--- config.mk ---
export PLATFORM = sky130hd
export DESIGN_NAME = debounce_scheduler
export DESIGN_NICKNAME = d
export VERILOG_FILES = /design/src/rtl/debounce_pkg.sv /design/src/rtl/db_channel_fsm.sv /design/src/rtl/mod_m_count.sv /design/src/rtl/debounce_scheduler.sv
export SDC_FILE = /design/constraint.sdc
export NUM_CORES = 1
export LEC_CHECK = 0
export CAP_MARGIN = 10
export CORE_ASPECT_RATIO = 0.75
export CORE_MARGIN = 1
export CORE_UTILIZATION = 57
export DETAILED_ROUTE_END_ITERATION = 8
export PLACE_DENSITY = 0.76
export SYNTH_ARGS = -nofsm -noshare
export SYNTH_HDL_FRONTEND = slang
export SYNTH_SLANG_ARGS = --single-unit
--- constraint.sdc ---
create_clock -name clk -period 2.5 [get_ports clk]
set_input_delay 0.5 -clock clk [delete_from_list [all_inputs] [get_ports clk]]
set_output_delay 0.5 -clock clk [all_outputs]
set_load 0.01 [all_outputs]
--- src/rtl/debounce_pkg.sv ---
// Shared types and defaults for the switch debounce scheduler.
// State encoding is shared by the channel FSM and the top-level busy decode.
package debounce_pkg;

    typedef enum logic [1:0] {ZERO, WAIT1, ONE, WAIT0} db_state_t;

    localparam int DEFAULT_TICK_M = 500_000;

endpackage

--- src/rtl/db_channel_fsm.sv ---
// One debounce channel: ZERO/WAIT1/ONE/WAIT0 FSM with a tick-boundary wait counter.
// Latency: db follows s after entering a wait plus N_WAIT ticks; no backpressure (en=0 aborts waits).
module db_channel_fsm
    import debounce_pkg::*;
#(
    parameter int N_WAIT = 3
) (
    input  logic       clk,
    input  logic       reset_n,
    input  logic       s,
    input  logic       tick,
    input  logic       en,
    output logic [1:0] state,
    output logic       db
);

    localparam int CNT_W = $clog2(N_WAIT + 1);

    db_state_t        state_reg, state_nxt;
    logic [CNT_W-1:0] cnt_reg, cnt_nxt;

    always_ff @(posedge clk or negedge reset_n) begin
        if (!reset_n) begin
            state_reg <= ZERO;
            cnt_reg   <= '0;
        end else begin
            state_reg <= state_nxt;
            cnt_reg   <= cnt_nxt;
        end
    end

    always_comb begin
        state_nxt = state_reg;
        cnt_nxt   = cnt_reg;
        if (!en) begin
            // Disabled: abandon any wait and fall back to the last accepted level.
            cnt_nxt = '0;
            if (state_reg == WAIT1) state_nxt = ZERO;
            if (state_reg == WAIT0) state_nxt = ONE;
        end else begin
            case (state_reg)
                ZERO: if (s) begin
                    state_nxt = WAIT1;
                    cnt_nxt   = '0;
                end
                WAIT1: if (!s) begin
                    state_nxt = ZERO;
                    cnt_nxt   = '0;
                end else if (tick) begin
                    if (cnt_reg == CNT_W'(N_WAIT - 1)) begin
                        state_nxt = ONE;
                        cnt_nxt   = '0;
                    end else begin
                        cnt_nxt = cnt_reg + 1'b1;
                    end
                end
                ONE: if (!s) begin
                    state_nxt = WAIT0;
                    cnt_nxt   = '0;
                end
                WAIT0: if (s) begin
                    state_nxt = ONE;
                    cnt_nxt   = '0;
                end else if (tick) begin
                    if (cnt_reg == CNT_W'(N_WAIT - 1)) begin
                        state_nxt = ZERO;
                        cnt_nxt   = '0;
                    end else begin
                        cnt_nxt = cnt_reg + 1'b1;
                    end
                end
                default: begin
                    state_nxt = ZERO;
                    cnt_nxt   = '0;
                end
            endcase
        end
    end

    assign state = state_reg;
    assign db    = (state_reg == ONE) || (state_reg == WAIT0);

endmodule

--- src/rtl/mod_m_count.sv ---
// Free-running modulo-M counter with synchronous clear; max_tick flags count==M-1.
// Latency: max_tick is combinational from the count register; no backpressure (clear only).
module mod_m_count #(
    parameter int M = 4
) (
    input  logic clk,
    input  logic reset_n,
    input  logic clr,
    output logic max_tick
);

    localparam int W = (M > 1) ? $clog2(M) : 1;

    logic [W-1:0] count;

    always_ff @(posedge clk or negedge reset_n) begin
        if (!reset_n) begin
            count <= '0;
        end else if (clr) begin
            count <= '0;
        end else if (count == W'(M - 1)) begin
            count <= '0;
        end else begin
            count <= count + 1'b1;
        end
    end

    assign max_tick = (count == W'(M - 1));

endmodule

--- src/rtl/debounce_scheduler.sv ---
// N_CH switch debouncer sharing one tick counter; DB_EDGE_PULSE_EN adds db_rise/db_fall pulses.
// Latency: 2 sync + 1 + N_WAIT ticks sw->db; no backpressure, en=0 freezes db and clears the tick.
module debounce_scheduler
    import debounce_pkg::*;
#(
    parameter int N_CH   = 4,
    parameter int TICK_M = DEFAULT_TICK_M,
    parameter int N_WAIT = 3
) (
    input  logic            clk,
    input  logic            reset_n,
    input  logic [N_CH-1:0] sw,
    input  logic            en,
    output logic [N_CH-1:0] db,
    output logic [N_CH-1:0] db_rise,
    output logic [N_CH-1:0] db_fall,
    output logic            busy,
    output logic            tick
);

    logic [N_CH-1:0] sync1, sync2;
    logic [N_CH-1:0] db_w;
    logic [1:0]      ch_state [N_CH];
    logic            max_tick;
    logic            tick_w;
    logic            busy_w;

    always_ff @(posedge clk or negedge reset_n) begin
        if (!reset_n) begin
            sync1 <= '0;
            sync2 <= '0;
        end else begin
            sync1 <= sw;
            sync2 <= sync1;
        end
    end

    mod_m_count #(.M(TICK_M)) u_tick_cnt (
        .clk      (clk),
        .reset_n  (reset_n),
        .clr      (~en),
        .max_tick (max_tick)
    );

    assign tick_w = max_tick & en;

    for (genvar i = 0; i < N_CH; i++) begin : g_ch
        db_channel_fsm #(.N_WAIT(N_WAIT)) u_fsm (
            .clk     (clk),
            .reset_n (reset_n),
            .s       (sync2[i]),
            .tick    (tick_w),
            .en      (en),
            .state   (ch_state[i]),
            .db      (db_w[i])
        );
    end

    always_comb begin
        busy_w = 1'b0;
        for (int i = 0; i < N_CH; i++) begin
            if (ch_state[i] == WAIT1 || ch_state[i] == WAIT0) busy_w = 1'b1;
        end
    end

`ifdef DB_EDGE_PULSE_EN
    logic [N_CH-1:0] db_q, rise_q, fall_q;

    // db_q lags db by one cycle, so the pulse lands the cycle after db changes.
    always_ff @(posedge clk or negedge reset_n) begin
        if (!reset_n) begin
            db_q   <= '0;
            rise_q <= '0;
            fall_q <= '0;
        end else begin
            db_q   <= db_w;
            rise_q <= db_w & ~db_q;
            fall_q <= ~db_w & db_q;
        end
    end

    assign db_rise = rise_q;
    assign db_fall = fall_q;
`else
    assign db_rise = '0;
    assign db_fall = '0;
`endif

    assign db   = db_w;
    assign busy = busy_w;
    assign tick = tick_w;

endmodule

Word-level counts from Yosys, hierarchy flattened
Cells that the tools add are included.
Operators by class
  equal/unequal tests: 41
  bitwise gates (word level): 1
  mux-type cells: 86
  reduce and logical (&&, ||, !) cells: 24
  $add $sub $neg: 5
Operator list (count)
  two-way mux 2 bit: 72
  case mux 2 bit (4 select lines): 8
  two-way mux 19 bit: 2
  != test 4 x 3 -> 1 bit (second input constant): 8
  != test 4 bit (second input constant): 8
  AND reduction 7 bit: 4
  == test 2 bit (second input constant): 12
  != test 3 bit (second input constant): 8
  adder 19 x 1 -> 19 bit (second input constant): 1
  == test 19 bit (second input constant): 1
  nonzero test 3 bit: 4
  adder 2 x 1 -> 2 bit (second input constant): 4
  == test 2 x 1 -> 1 bit (second input constant): 4
  logical NOT 2 bit: 4
  logical OR 1 bit: 8
  AND reduction 2 bit: 4
  two-way mux 1 bit: 4
  AND 1 bit: 1
Word-level totals
  bits in registers: 43

Depth between registers and ports, before layout
Gate-level depths: netlist (run 1).
  depth after elaboration: 6
  depth in mapped cells: 7
  mapped depth without buffers: 5

Modules after synthesis
Synthesis (run 1) repeated with hierarchy kept, for this count alone.
Unflattened totals
  cells, all modules: 207
  area, all modules: 2127.0 um2
Modules (own cells, without submodules)
  mod_m_count: cells each 103, instances 1, area an instance 959.7 um2, seq. area each 475.5 um2
  db_channel_fsm: cells each 21, instances 4, area an instance 221.5 um2, seq. area each 100.1 um2
  debounce_scheduler: cells each 20, instances 1, area an instance 281.5 um2, seq. area each 200.2 um2

Worst setup path after synthesis (run 1)
Ideal clock, no wire load.
  kind: reg2out
  start: reg u_tick_cnt.count[7]
  end: out tick
  path slack: 0.355 ns
  cell stages (with the launch flop): 5
  arrival: 1.645 ns
  path through: dfrtp_1 -> or4_1 -> clkbuf_1 -> clkbuf_1 -> nor4_1
On the way
  word-level cells in the longest chain between the ends: 2
Ends and longest elaborated chain
  from (decl): line mod_m_count.sv:14  | logic [W-1:0] count;
  from (signal assigned): line mod_m_count.sv:24  | count <= count + 1'b1;
  == test 19 bit: line mod_m_count.sv:28  | assign max_tick = (count == W'(M - 1));
  AND 1 bit: line debounce_scheduler.sv:45  | assign tick_w = max_tick & en;
  to (decl): line debounce_scheduler.sv:18  | output logic tick
Every way passes these cells.

Worst setup path after layout (run 1)
  start: reg u_tick_cnt.count[6]
  end: out tick
Same word-level chain as after synthesis.

==> impl_metrics.csv, run 1 <==
group,metric,value,unit
global_routing,grt_pass1_vias,1582,
sta,setup_viol,0,
synthesis,ys_seq_area_share,48.0,%
sta,whs,0.167,ns
clock_tree,clock_latency,0.30,ns
synthesis,avgSynthCellArea,9.78,um^2
die,die_w,74.4,um
layout,finalInstanceArea,2470,um^2
die,dieArea,4190,um^2
clock_tree,cts_tree,"done",
power,power_leakage,1.03,nW
synthesis,syn_area,2240,um^2
clock_tree,cts.path.max_buffers,2,
sta,tightest_slew,0.516,ns
critical_path,r2r_slack,0.23,ns
die,io_pins,21,
routing,ant_nets,0,
sta,slew_headroom,65.5,%
worst_hold_path,hp-class,"in -> async",
sta,fin_crit,2.29,ns
die,die_y,56.3,um
routing,wl_per_cell,15.0,um
power,powerDensity,520,nW/um^2
synthesis,syn_inst,229,
synthesis,async_reset_ff_share,100,%
placed_design,place.port_buffers,12,
sta,hold_violations,0,
synthesis,yosysTopAreaCellShare,48.0,%
critical_path,crit_required,2.00,ns
power,p_int,0.985,mW
clock_tree,numCtsBuffers,5,
routing,viasPerCell,5.82,
clock_tree,clkSinkCount,43,
synthesis,synth.area.top_cells,"dfrtp_1 48%, buf_4 4.4%, nand2_1 3.4%",
critical_path,worstSetupEndpointType,"output port",
global_routing,track_usage,24.5,%
sta,drv_slew,0,
synthesis,synthFlopType,"dfrtp_1",
placed_design,place_area,2360,um^2
power,p_seq_share,56.0,%
layout,largest_register_ffs,19,
clock_tree,holdBufCountCts,0,
die,row_count,19,
routing,first_iter_violations,132,
placed_design,dp_hpwl,2970,um
outcome,status,"finished clean",
die,core,3710,um^2
critical_path,start_kind,"register",
layout,num_antenna_cells,0,
sta,grt_setup_unrepaired,"no",
layout,regArea,1080,um^2
global_routing,grt_overflow,0,
synthesis,yosysWarnings,0,
clock_tree,clk_pin_slew_worst_paths,0.08,ns
synthesis,ys_ff_latch,43,
layout,final_net_count,248,
sta,max_freq,0.436,GHz
routing,drt_pass1_iterations,4,
layout,multi_input_area,1020,um^2
power,p_sw_share,23.4,%
critical_path,crit_fanout,4,
routing,routed-via-count,1704,
placed_design,gp_congestion,0.850,
power,vdd_ir_drop_max,0.424,mV
clock_tree,cts_max_level,2,
synthesis,synth_most_common_cell,"dfrtp_1",
layout,syn_to_final_growth,10.5,%
sta,min_period_over_period,91.7,%
sta,tns,0,ns
critical_path,worstSetupPathType,"reg -> out",
run,maxCapViolCount,0,
critical_path,cp.arrival,1.79,ns
synthesis,synth-edff-count,0,
layout,fillers,321,
synthesis,yosysTopAreaCell,"dfrtp_1",
routing,wirelength,4410,um
routing,route.detailed.drc,0,
clock_tree,cts_root_buffer,"clkbuf_8",
die,initial_core_util,60.4,%
global_routing,grt_max_degree,23,
synthesis,synth_cell_types,42,
power,power,1.29,mW
power,power_frac_clock,38.4,%
global_routing,grt_pass1_wl,7610,um
sta,finClkSkew,0.00445,ns
placed_design,dp.cells,284,
global_routing,antenna_found_initial,0,
power,p_switching,0.300,mW
power,pwr-share-comb,5.6,%
synthesis,synth_commonest_cells,"43 x dfrtp_1, 20 x nand2_1, 19 x nor2_1, 13 x buf_4, 12 x nand3_1",
layout,fin_cells,293,
layout,final_layout_size_suffix_gt1_share,11.2,%
power by group through the flow:
| stage | clock [mW] | combinational [mW] | sequential, mW |
|---|---|---|---|
| final | 0.493 | 0.0719 | 0.721 |
| after floorplan | 0 | 0.0442 | 0.731 |
| after global routing | 0.531 | 0.0813 | 0.723 |
| after global placement | 0 | 0.0715 | 0.733 |
| after CTS | 0.502 | 0.0730 | 0.720 |
| after detailed placement | 0 | 0.0728 | 0.734 |
kinds of logic (layout without fill, tap and decap cells):
kind of cell	Yosys count	count (layout)	synth area share (%)
flops	43	43	48.0
mux	4	4	2.01
fa+ha+maj	1	1	0.559
xor+xnor	16	16	6.26
simple gates	105	105	26.1
other cells	1	8	0.167
buf+inv	30	35	7.65
compound gates	29	29	9.16
critical path, cell delays in order, from the launching register on:
cell and delay, ns:
dfrtp_1 0.41, or4_1 0.57, nor4_1 0.21, dlygate4sd2_1 0.30
final cells by class:
cell class | instances | area share, %
inverter | 4 | 0.607
clock buffer | 7 | 3.89
clock inverter | 1 | 0.303
sequential | 43 | 43.5
timing repair buffer | 23 | 7.94
multi-input combinational | 163 | 41.2
tap | 52 | 2.63
per-layer routing:
metal / track usage (%) / part of all wire (%) / wire length [um] / up-vias
li1: - / - / - / 826
met3: 5.57 / 5.8 / 256 / 2
met2: 32.2 / 43 / 1910 / 49
met5: 0 / 0 / 0 / -
met1: 38.9 / 50 / 2210 / 827
met4: 9.16 / 0.75 / 33 / 0
cells in the final DEF, fill, tap and decap left out, types with 9 or more instances in the layout:
| master | netlist | routed |
|---|---|---|
| nor2_1 | 19 | 19 |
| nor3_1 | 9 | 9 |
| nand3_1 | 12 | 12 |
| clkdlybuf4s50_1 | 0 | 10 |
| nand2_1 | 20 | 20 |
| buf_4 | 13 | 11 |
| a21oi_1 | 10 | 10 |
| dfrtp_1 | 43 | 43 |
path summary, 6_finish.rpt:
kind	start	end	cells after the start
worst max-delay path	u_tick_cnt.count[6]	tick	3
worst min-delay path	reset_n	asynchronous set/reset pin	2
worst max register to register	u_tick_cnt.count[0]	g_ch[1].u_fsm.cnt_reg[1]	5
worst min register to register	sync1[0]	sync2[0]	0
max in group asynchronous	reset_n	u_tick_cnt.count[12]	2
min in group clk	sync1[0]	sync2[0]	0
stage by stage:
step                      utilization, %  setup WS (ns)
after global placement              63.8       0.000304
after global routing                66.7          0.111
after CTS                           66.7          0.187
final                               66.7          0.207
after floorplan                        -          0.355
after detailed placement            63.8         0.0236
timing repair:
item / CTS / global route
endpoints found under the setup margin: 1 / 0
resized for setup: 1 / 0
setup buffers: 1 / 0
Note: power is estimated with default switching activity, not from simulation.
==> run 2, diff against run 1 <==
- CAP_MARGIN: 10 -> default
- SKIP_CTS_REPAIR_TIMING: default -> 1
==> run 2 against run 1 <==
Net effect:
- final cell count fell by 0.34%
- core utilization down 0.067 points
- clock skew down 0.00063 ns
- highest routed layer unchanged
==> impl_metrics.csv, run 2 (synthesis gave the netlist of run 1 again) <==
group,metric,value,unit
outcome,status,"finished clean",
sta,fin_crit,2.28,ns
sta,finClkSkew,0.00383,ns
clock_tree,clk_pin_slew_worst_paths,0.08,ns
layout,final_net_count,247,
die,die_w,74.4,um
clock_tree,cts_max_level,2,
routing,routed-via-count,1694,
critical_path,worstSetupEndpointType,"register",
critical_path,path_delay_family,"simple AND/OR/NAND/NOR gates",
layout,fillers,321,
critical_path,start_kind,"register",
layout,final_layout_size_suffix_gt1_share,11.3,%
global_routing,grt_pass1_wl,7590,um
sta,hold_violations,0,
power,vdd_ir_drop_max,0.426,mV
critical_path,worstSetupPathType,"reg -> reg",
sta,grt_setup_unrepaired,"no",
clock_tree,cts.path.max_buffers,2,
placed_design,dp_hpwl,2970,um
critical_path,r2r_start,"u_tick_cnt.count[0]",
layout,num_antenna_cells,0,
layout,syn_to_final_growth,10.4,%
critical_path,r2r_cells,5,
die,row_count,19,
layout,largest_register_ffs,19,
routing,first_iter_violations,119,
critical_path,cp_num_cells,5,
routing,ant_nets,0,
clock_tree,cts_root_buffer,"clkbuf_8",
power,powerDensity,521,nW/um^2
layout,mostFrequentLayoutCells,"42 x dfrtp_1, 20 x nand2_1, 19 x nor2_1",
placed_design,place.port_buffers,12,
global_routing,grt_overflow,0,
critical_path,crit_required,2.68,ns
die,dieArea,4190,um^2
global_routing,use_met1,39.3,%
sta,max_freq,0.438,GHz
sta,tns,0,ns
routing,wl_per_cell,15.0,um
global_routing,grt_use_met3,5.39,%
routing,wirelength,4380,um
critical_path,crit_chain,"ha_1 -> nand3_2 -> or4_4 -> or2_0 -> a311o_1",
placed_design,gp_congestion,0.850,
critical_path,critPathMaxStageDelay,0.67,ns
global_routing,grt_pass1_vias,1564,
worst_hold_path,hp-class,"in -> async",
sta,setup_viol,0,
critical_path,path_buf_inv,0,
critical_path,r2r_slack,0.22,ns
clock_tree,clock_latency,0.30,ns
die,io_pins,21,
clock_tree,numCtsBuffers,5,
sta,drv_slew,0,
sta,min_period_over_period,91.3,%
critical_path,timing.rr.end,"g_ch[1].u_fsm.cnt_reg[1]",
global_routing,grt_max_degree,23,
layout,layout_commonest_cell,"dfrtp_1",
global_routing,antenna_found_initial,0,
global_routing,track_usage,24.4,%
routing,viasPerCell,5.80,
clock_tree,clkSinkCount,43,
layout,regArea,1080,um^2
critical_path,cp.arrival,2.47,ns
power,power_leakage,1.03,nW
die,die_y,56.3,um
sta,tightest_slew,0.527,ns
global_routing,met2_usage,31.8,%
die,core,3710,um^2
routing,route.detailed.drc,0,
run,maxCapViolCount,0,
die,initial_core_util,60.4,%
routing,drt_pass1_iterations,4,
critical_path,crit_fanout,16,
sta,whs,0.165,ns
clock_tree,cts_tree,"done",
layout,multi_input_area,1020,um^2
critical_path,cp_slowest_cell,"or4_4",
sta,slew_headroom,64.7,%
global_routing,busiest_layer,"met1",
==> run 2: changes by cell type in the layout (fill, tap and decap cells not counted) <==
cell            previous run  this run
dlymetal6s2s_1             0         1
buf_4                     11        10
dlygate4sd2_1              1         0
dfrtp_2                    0         1
dfrtp_1                   43        42
==> run 2: metrics by stage <==
stage | total power, mW | utilization (%) | setup WS, ns | instance area [um^2] | cells
3_5_place_dp | 0.807 | 63.8 | 0.0236 | 2360 | 284
3_3_place_gp | 0.805 | 63.8 | 0.000304 | 2360 | 284
4_1_cts | 1.30 | 66.6 | -0.143 | 2470 | 292
5_1_grt | 1.34 | 66.7 | 0.115 | 2470 | 292
6_report | 1.29 | 66.7 | 0.217 | 2470 | 292
2_1_floorplan | 0.775 | - | 0.355 | 2270 | 236
==> run 2: metal layers <==
layer | vias to the layer above | part of all wire [%]
met5 | - | 0
met4 | 0 | 0.75
met3 | 2 | 5.2
met2 | 42 | 42
met1 | 826 | 52
li1 | 824 | -
==> run 2: worst max path at each step <==
stage | from | to | slack (ns)
after CTS | u_tick_cnt.count[4] | tick | -0.14
after global placement | en | tick | 0.0003
after floorplan | u_tick_cnt.count[7] | tick | 0.35
after global routing | u_tick_cnt.count[0] | g_ch[1].u_fsm.cnt_reg[1] | 0.12
after detailed placement | en | tick | 0.02
final | u_tick_cnt.count[0] | g_ch[1].u_fsm.cnt_reg[1] | 0.22
==> run 2: power by group <==
part	total (mW)	switching, mW	leakage (nW)	internal [mW]
clock	0.496	0.245	0.0505	0.251
combinational	0.0720	0.0464	0.410	0.0256
sequential	0.721	0.0120	0.574	0.708
total	1.29	0.303	1.03	0.985
==> run 2: layout make-up <==
class | instances | share of cell area (%)
Sequential cell | 43 | 43.6
Multi-Input combinational cell | 163 | 41.2
Timing Repair Buffer | 22 | 7.79
Clock buffer | 7 | 3.90
Tap cell | 52 | 2.63
Inverter | 4 | 0.607
Clock inverter | 1 | 0.304
